==> config.mk <==
export PLATFORM = sky130hd
export DESIGN_NAME = ex_div_unit
export DESIGN_NICKNAME = d
export VERILOG_FILES = /design/src/rtl/ex_div_unit.sv
export SDC_FILE = /design/constraint.sdc
export NUM_CORES = 1
export LEC_CHECK = 0
export BUFFER_PORTS_ARGS = -buffer_cell sky130_fd_sc_hd__buf_2
export CAP_MARGIN = 10
export CORE_ASPECT_RATIO = 1.1
export CORE_UTILIZATION = 38
export CTS_CLUSTER_DIAMETER = 30
export DETAILED_ROUTE_END_ITERATION = 7
export PLACE_DENSITY = 0.69
export SETUP_SLACK_MARGIN = 0.1
export SLEW_MARGIN = 20
export SYNTH_ARGS = -nofsm -noshare
export SYNTH_HDL_FRONTEND = slang
export SYNTH_SLANG_ARGS = --single-unit
==> constraint.sdc <==
create_clock -name clk -period 5.6 [get_ports clk]
set_input_delay 0.28 -clock clk [delete_from_list [all_inputs] [get_ports clk]]
set_output_delay 0.28 -clock clk [all_outputs]
set_load 0.01 [all_outputs]
==> src/rtl/ex_div_unit.sv <==
// ex_div_unit: multi-cycle 32/32 restoring divider for the EX stage.
// Produces {remainder, quotient} on result_o after 32 shift-subtract steps.
// Build option: define DIV_SIGNED_EN to enable signed DIV handling; without
// it every divide is unsigned and signed_div_i is ignored.
module ex_div_unit (
  input  logic        clk,
  input  logic        rst,
  input  logic        signed_div_i,
  input  logic [31:0] opdata1_i,
  input  logic [31:0] opdata2_i,
  input  logic        start_i,
  input  logic        annul_i,
  output logic [63:0] result_o,
  output logic        ready_o
);

  typedef enum logic [1:0] {S_IDLE, S_BYZERO, S_ON, S_END} state_t;

  state_t      r_state;
  logic [5:0]  r_cnt;
  logic [64:0] r_work;
  logic [31:0] r_divisor;

  logic [64:0] w_shift;
  logic [32:0] w_diff;
  logic [64:0] w_step;
  logic [31:0] w_mag1;
  logic [31:0] w_mag2;
  logic [31:0] w_quo;
  logic [31:0] w_rem;
  logic        w_unused_msb;

  // One restoring step: shift left, trial-subtract divisor from the upper half,
  // keep the difference and shift in a 1 only if it did not go negative.
  assign w_shift      = {r_work[63:0], 1'b0};
  assign w_diff       = w_shift[64:32] - {1'b0, r_divisor};
  assign w_step       = w_diff[32] ? w_shift : {w_diff, w_shift[31:1], 1'b1};
  // The top bit of the working register is always zero after a step.
  assign w_unused_msb = r_work[64];

`ifdef DIV_SIGNED_EN
  logic r_neg_q;
  logic r_neg_r;
  logic w_neg1;
  logic w_neg2;

  assign w_neg1 = signed_div_i & opdata1_i[31];
  assign w_neg2 = signed_div_i & opdata2_i[31];
  assign w_mag1 = w_neg1 ? (32'd0 - opdata1_i) : opdata1_i;
  assign w_mag2 = w_neg2 ? (32'd0 - opdata2_i) : opdata2_i;
  // Quotient negative when signs differ; remainder follows the dividend.
  assign w_quo  = r_neg_q ? (32'd0 - r_work[31:0])  : r_work[31:0];
  assign w_rem  = r_neg_r ? (32'd0 - r_work[63:32]) : r_work[63:32];

  // Capture the fix-up signs together with the operands.
  always_ff @(posedge clk) begin
    if (rst) begin
      r_neg_q <= 1'b0;
      r_neg_r <= 1'b0;
    end else if (r_state == S_IDLE && start_i && !annul_i) begin
      r_neg_q <= w_neg1 ^ w_neg2;
      r_neg_r <= w_neg1;
    end
  end
`else
  logic w_unused_sign;

  assign w_unused_sign = signed_div_i;
  assign w_mag1        = opdata1_i;
  assign w_mag2        = opdata2_i;
  assign w_quo         = r_work[31:0];
  assign w_rem         = r_work[63:32];
`endif

  // Divider control FSM with registered result and ready.
  always_ff @(posedge clk) begin
    if (rst) begin
      r_state   <= S_IDLE;
      r_cnt     <= 6'd0;
      r_work    <= 65'd0;
      r_divisor <= 32'd0;
      result_o  <= 64'h0;
      ready_o   <= 1'b0;
    end else begin
      case (r_state)
        S_IDLE: begin
          ready_o  <= 1'b0;
          result_o <= 64'h0;
          if (start_i && !annul_i) begin
            r_cnt     <= 6'd0;
            r_work    <= {33'd0, w_mag1};
            r_divisor <= w_mag2;
            r_state   <= (opdata2_i == 32'd0) ? S_BYZERO : S_ON;
          end
        end
        S_BYZERO: begin
          if (annul_i) begin
            r_state <= S_IDLE;
          end else begin
            r_state  <= S_END;
            result_o <= 64'h0;
            ready_o  <= 1'b1;
          end
        end
        S_ON: begin
          if (annul_i) begin
            r_state <= S_IDLE;
            r_cnt   <= 6'd0;
          end else if (r_cnt == 6'd32) begin
            r_state  <= S_END;
            result_o <= {w_rem, w_quo};
            ready_o  <= 1'b1;
          end else begin
            r_work <= w_step;
            r_cnt  <= r_cnt + 6'd1;
          end
        end
        S_END: begin
          if (annul_i || !start_i) begin
            r_state  <= S_IDLE;
            result_o <= 64'h0;
            ready_o  <= 1'b0;
          end
        end
        default: r_state <= S_IDLE;
      endcase
    end
  end

endmodule

==> summary.md, run 1 <==
| Metric | Value |
|---|---|
| Layout cells sized above 1 | `0.1605` |
| TritonRoute pass-1 iters | `5` |
| Top Family by Delay on Critical Path | `compound AO/OA/AOI/OAI gates` |
| Leakage | `3.918 nW` |
| Vias in the first global route | `between 7000 and 8000` |
| Max Fclk | `approximately 250 MHz` |
| Max-Cap Viols | `0` |
| Highest cell delay on the worst timing path | `0.61 ns` |
| Min-Delay Path Class | `primary input to register` |
| Clock transition at the registers of the reported paths | `0.07 ns` |
| Die width | `145.3 um` |
| Clock skew | `0.01312 ns` |
| H-tree levels | `4` |
| Fill count | `between 2000 and 2500` |
| Power per Cell Area | `479.5 nW/um2` |
| Die Height | `159.6 um` |
| Tcrit/Tclk final | `0.7206` |
| Total Power | `around 4.8 mW` |
| Top FF cell, synth | `dfxtp_1` |
| Num CTS Buffers | `17` |
| Most used cell along the critical path | `inv_1` |
| Seq cells post-synth | `169` |
| Gr usage total | `0.1864` |
| Number of nets with antenna violations after routing | `0` |
| Max-slew violations | `0` |
| Total grt overflow | `0` |
| Seq/Total Area, Yosys | `0.3941` |
| Vias per inst | `5.220` |
| Post-synth cell types | `59` |
| Synth warn | `0` |
| Nets | `1260` |
| Worst vdd ir | `0.3818 mV` |
| Synthesized instance count | `1067` |
| WP data arrival | `4.35 ns` |
| Minimum clock period | `4.035 ns` |
| Drt drc | `0` |
| Outcome | `complete, no violations` |
| Worst Max-Slew Pin Slew | `around 1.0 ns` |
| RSZ-0062 raised after global routing | `no` |
| Worst Setup Start Kind | `register` |
| Largest net degree at the start of global routing | `108` |
| Num ports | `~130` |
| Antenna violations before repair | `3` |
| Hold Fails Final Rpt | `0` |
| Clock sink total | `169` |
| CP max-delay cell | `xor2_4` |
| FF+latch area | `~3400 um2` |
| Total negative setup slack | `0 ns` |
| Starting Density | `0.3883` |
| Clk_lat worst skew | `between 0.4 and 0.5 ns` |
| DR iter-0 viols | `400` |
| Multi-input gate area | `4767 um2` |
| Dpl ws | `1.568 ns` |
| Syn nets | `1175` |
| Root Buffer | `clkbuf_16` |
| Post-synth EDFFs | `0` |
| Final instance area | `10000 um2` |
| Overall routed net length | `21.46 mm` |
| Placed Area | `9388 um2` |
| Global-route wire length before repair | `35.35 mm` |
| Hold-fix buffers at CTS | `0` |
| Post-Syn Area | `8584 um2` |
| Post-CTS sizing | `0` |
| Syn_area_per_cell | `8.045 um2` |
| Setup CP Type | `register to register` |
| Worst slew margin | `0.3132` |
| Share of flip-flops with an asynchronous set or reset | `0` |
| FF-to-FF setup slack | `1.56 ns` |
| Worst path cell trace | `inv_1, ha_1, inv_1, fa_1, a21o_1, a221oi_2, a21oi_2, a311oi_2, o31a_1, o21ai_4, xor2_4, buf_4, mux2i_1, o21ai_1` |
| WL/cell | `approximately 15 um` |
| GPL Wtd Cong | `0.9011` |
| CP Max Fanout | `17` |
| Port bufs | `132` |
| Hpwl dp | `between 10 and 15 mm` |
| Core Rows | `57` |
| Final setup fails | `0` |
| Setup ws final | `about 1.6 ns` |
| CTS tree | `built` |
| Core Area | `~22000 um2` |
| DIE AREA | `23200 um2` |
| Area Growth Syn to Fin | `16.50%` |
| Element type at the critical path end | `register` |
| DR vias | `7632` |
| Clock Path Buffers | `2` |
| Setup bufs post-CTS | `0` |
| WP buf/inv | `3` |
| CP required | `5.91 ns` |
[power breakdown]
part	switching, mW	internal [mW]	total [mW]	leakage, nW
Sequential	0.117	1.36	1.48	1.37
Clock	0.588	0.605	1.19	0.290
Combinational	1.33	0.792	2.13	2.26
[flip-flops by register name (all words and copies together), names as in the netlist]
| name | count |
|---|---|
| r_cnt | 6 |
| r_work | 64 |
| r_state | 2 |
| ready_o | 1 |
| result_o | 64 |
| r_divisor | 32 |
[per-stage QoR]
step / hold slack (ns) / cells / utilization
3_5_place_dp: 0.4397 / 1428 / 0.4246
5_1_grt: 0.08963 / 1460 / 0.4521
2_1_floorplan: 0.4160 / 1067 / -
3_3_place_gp: 0.4367 / 1428 / 0.4246
4_1_cts: 0.07151 / 1460 / 0.4516
6_report: 0.08927 / 1462 / 0.4523
[cell usage after synthesis, types with 4 or more instances]
master	n	area share
o21bai_1	5	0.0044
a211oi_1	35	0.031
nand2b_1	5	0.0036
a21oi_1	133	0.078
mux2i_1	65	0.076
clkbuf_1	58	0.025
nand4_1	7	0.0051
dfxtp_1	169	0.39
xor2_1	16	0.016
xnor2_1	18	0.018
ha_1	38	0.055
nand3_1	72	0.042
o21ai_0	22	0.013
nor3_1	5	0.0029
a21o_1	20	0.017
nor4_1	10	0.0073
and3_1	4	0.0029
nand2_1	188	0.082
nor2b_1	4	0.0029
and2_1	4	0.0029
o21ai_1	26	0.015
inv_1	41	0.018
nor2_1	58	0.025
a31oi_1	8	0.0058
buf_1	7	0.0031
[placed cells by master, fill, tap and decap left out, types with 4 or more instances in the layout]
cell type and n:
nand2_1 187, dfxtp_1 169, a21oi_1 133, buf_2 131, nand3_1 72, mux2i_1 65, nor2_1 57, inv_1 41
ha_1 37, a211oi_1 35, o21ai_1 26, o21ai_0 22, a21o_1 20, xnor2_1 18, clkbuf_16 17, xor2_1 16
nor4_1 10, a31oi_1 8, nand4_1 7, inv_8 7, buf_4 6, nand2b_1 5, o21bai_1 5, nor2b_1 4
and3_1 4, nor3_1 4
[kinds of logic (layout without fill, tap and decap cells)]
kind of cell | after synthesis | in the layout | share of synthesized area
AO/OA/AOI/OAI | 275 | 275 | 0.1924
multiplexers | 65 | 65 | 0.07579
other | 0 | 2 | 0
adder cells (fa/ha/maj) | 39 | 39 | 0.05772
AND/OR/NAND/NOR | 369 | 369 | 0.1885
XOR/XNOR | 35 | 35 | 0.03790
buffers and inverters | 115 | 213 | 0.05364
flip-flops | 169 | 169 | 0.3941
[tightest hold or removal path, stage by stage]
cell and delay [ns]:
buf_2 0.10, nand2_1 0.05, a21oi_1 0.05
[area by class of cell]
cell class	count	area share
clock buffer	17	0.04254
tap	295	0.03691
sequential	169	0.3383
timing repair buffer	139	0.07231
inverter	42	0.01576
clock inverter	15	0.01701
multi-input combinational	783	0.4767
antenna	2	0.0005004
[layer usage]
layer	global-route usage	vias up	routed length, um
li1	-	3894	-
met1	0.2356	3530	9848
met2	0.3046	184	9797
met3	0.05457	24	1512
met4	0.05885	0	305
met5	0	-	0
[worst paths after layout]
kind	cells past startpoint	to	from
min reg2reg	2	result_o[53]	result_o[53]
min	3	r_divisor[13]	opdata2_i[13]
max	14	r_work[40]	r_work[31]
max reg2reg	14	r_work[40]	r_work[31]
Power figures use the tool's default switching activity.
==> inputs of run 2 (changes only) <==
Clock period 5.6 ns to 4 ns, I/O delays scaled along.
==> run 2 against run 1 <==
Total power grew 41%. Largest cell class unchanged. Non-clock buffer count grew 11. Global-route usage is 0.35 points higher.
==> summary.md, run 2 (synthesized netlist as in run 1, its figures left out) <==
| Metric | Value |
|---|---|
| Outcome | `complete, no violations (unchanged)` |
| Setup CP Type | `register to register (unchanged)` |
| Nets | `1271 (was 1260)` |
| Core Rows | `57 (unchanged)` |
| Largest net degree at the start of global routing | `93 (was 108)` |
| H-tree levels | `4 (unchanged)` |
| Minimum clock period | `3.422 ns (was 4.035 ns)` |
| Global-route wire length before repair | `36.18 mm (was 35.35 mm)` |
| Multi-input gate area | `4767 um2 (unchanged)` |
| Number of nets with antenna violations after routing | `0 (unchanged)` |
| Placed Area | `9410 um2 (was 9388 um2)` |
| Worst slew margin | `0.4406 (was 0.3132)` |
| Antenna violations before repair | `4 (was 3)` |
| Num ports | `134 (unchanged)` |
| Dpl ws | `0.5793 ns (was 1.568 ns)` |
| FF-to-FF setup slack | `0.58 ns (was 1.56 ns)` |
| GPL Wtd Cong | `0.8994 (was 0.9011)` |
| Core Util, Final | `0.4572 (was 0.4523)` |
| WL/cell | `14.68 um (about the same)` |
| Vias in the first global route | `7299 (was 7222)` |
| Min-Delay Path Class | `primary input to register (unchanged)` |
| Element type at the critical path end | `register (unchanged)` |
| Non-Filler Instances | `1474 (was 1462)` |
| Commonest non-fill, non-tap cell in the layout | `nand2_1 (unchanged)` |
| Worst Setup Start Kind | `register (unchanged)` |
| FF+latch area | `3383 um2 (unchanged)` |
| Max-Cap Viols | `0 (unchanged)` |
| Overall routed net length | `21.63 mm (was 21.46 mm)` |
| Area Growth Syn to Fin | `17.75% (was 16.50%)` |
| Clock transition at the registers of the reported paths | `0.07 ns (about the same)` |
| Placed cells | `1431 (was 1428)` |
| Worst vdd ir | `0.3499 mV (was 0.3818 mV)` |
| Starting Density | `0.3883 (unchanged)` |
| Biggest registers after layout | `r_work x64, result_o x64, r_divisor x32 (unchanged)` |
| Total Power | `6.764 mW (was 4.795 mW)` |
| Core Area | `22110 um2 (unchanged)` |
| Clk_lat worst skew | `0.45 ns (was 0.44 ns)` |
| Clock skew | `0.01385 ns (was 0.01312 ns)` |
| Total negative setup slack | `0 ns (unchanged)` |
| Hold Fails Final Rpt | `0 (unchanged)` |
| Max Fclk | `292.2 MHz (was 247.8 MHz)` |
| Max-slew violations | `0 (unchanged)` |
| Clock sink total | `169 (unchanged)` |
| Root Buffer | `clkbuf_16 (unchanged)` |
| Leakage | `3.969 nW (was 3.918 nW)` |
| Layout cells sized above 1 | `0.1616 (was 0.1605)` |
| Gr usage total | `0.1899 (was 0.1864)` |
| DR iter-0 viols | `543 (was 400)` |
| Tcrit/Tclk final | `0.8556 (was 0.7206)` |
| TritonRoute pass-1 iters | `5 (unchanged)` |
| CP Max Fanout | `17 (unchanged)` |
| Final instance area | `10110 um2 (was 10000 um2)` |
| Clock Path Buffers | `2 (unchanged)` |
| DIE AREA | `23200 um2 (unchanged)` |
| CP required | `4.36 ns (was 5.91 ns)` |
| Hpwl dp | `14.70 mm (was 14.65 mm)` |
| Die width | `145.3 um (unchanged)` |
| Vias per inst | `5.235 (was 5.220)` |
| Total grt overflow | `0 (unchanged)` |
| RSZ-0062 raised after global routing | `no (unchanged)` |
| WP data arrival | `3.78 ns (was 4.35 ns)` |
| Fill count | `2199 (was 2249)` |
| CTS tree | `built (unchanged)` |
| DR vias | `7716 (was 7632)` |
| Setup ws final | `0.5777 ns (was 1.565 ns)` |
| Port bufs | `132 (unchanged)` |
| Final setup fails | `0 (unchanged)` |
| WHS | `0.01536 ns (was 0.08927 ns)` |
| Drt drc | `0 (unchanged)` |
| Worst Max-Slew Pin Slew | `0.8392 ns (was 1.027 ns)` |
| Most frequent cells in the layout | `187 x nand2_1, 169 x dfxtp_1, 133 x a21oi_1 (unchanged)` |
| Die Height | `159.6 um (unchanged)` |
| Num CTS Buffers | `17 (unchanged)` |
| Power per Cell Area | `669.2 nW/um2 (was 479.5 nW/um2)` |
## run 2: cell types whose count changed in the layout (fill, tap and decap cells not counted), sizes merged
| cell | change |
|---|---|
| inv | -2 |
| clkinv | +3 |
| diode | +1 |
| buf | +3 |
| clkinvlp | -1 |
| dlygate4sd3 | +8 |
## run 2: worst max-delay path, stage by stage, from the launching register on
cell and delay (ns):
dfxtp_1 0.34, inv_1 0.07, ha_1 0.16, inv_1 0.06
fa_1 0.40, a21o_1 0.24, a221oi_2 0.38, a21oi_2 0.10
a311oi_2 0.34, o31a_1 0.28, o21ai_4 0.12, xor2_4 0.15
buf_4 0.32, mux2i_1 0.14, a211oi_2 0.24
## run 2: path summary, 6_finish.rpt
kind / from / end / cells after the start
worst max-delay path: r_work[31] / r_work[0] / 14
worst min-delay path: opdata2_i[8] / r_divisor[8] / 3
worst max register to register: r_work[31] / r_work[0] / 14
worst min register to register: result_o[39] / result_o[39] / 2
## run 2: layer usage
metal	global-route usage	part of all wire	vias up
li1	-	-	3920
met5	0	0.00065	-
met3	0.05086	0.060	19
met1	0.2431	0.47	3584
met4	0.05407	0.011	2
met2	0.3129	0.46	191
## run 2: final cells by class
cell class                      instances  area share
Tap cell                              295     0.03651
Antenna cell                            3   0.0007427
Timing Repair Buffer                  150     0.08132
Multi-Input combinational cell        783      0.4716
Sequential cell                       169      0.3347
Clock buffer                           17     0.04208
Clock inverter                         15     0.01745
Inverter                               42     0.01560
## run 2: power by group
part	internal (mW)	leakage, nW	switching, mW	total (mW)
combinational	1.14	2.30	1.88	3.02
sequential	1.90	1.37	0.168	2.07
clock	0.847	0.295	0.824	1.67
total	3.90	3.97	2.87	6.76
## run 2: timing repair
action / 4_1_cts / 5_1_grt
hold buffers: 8 / 0
gates resized for setup: 0 / 0
endpoints found under the setup margin: 0 / 0
setup buffers: 0 / 0
endpoints found under the hold margin: 8 / 0
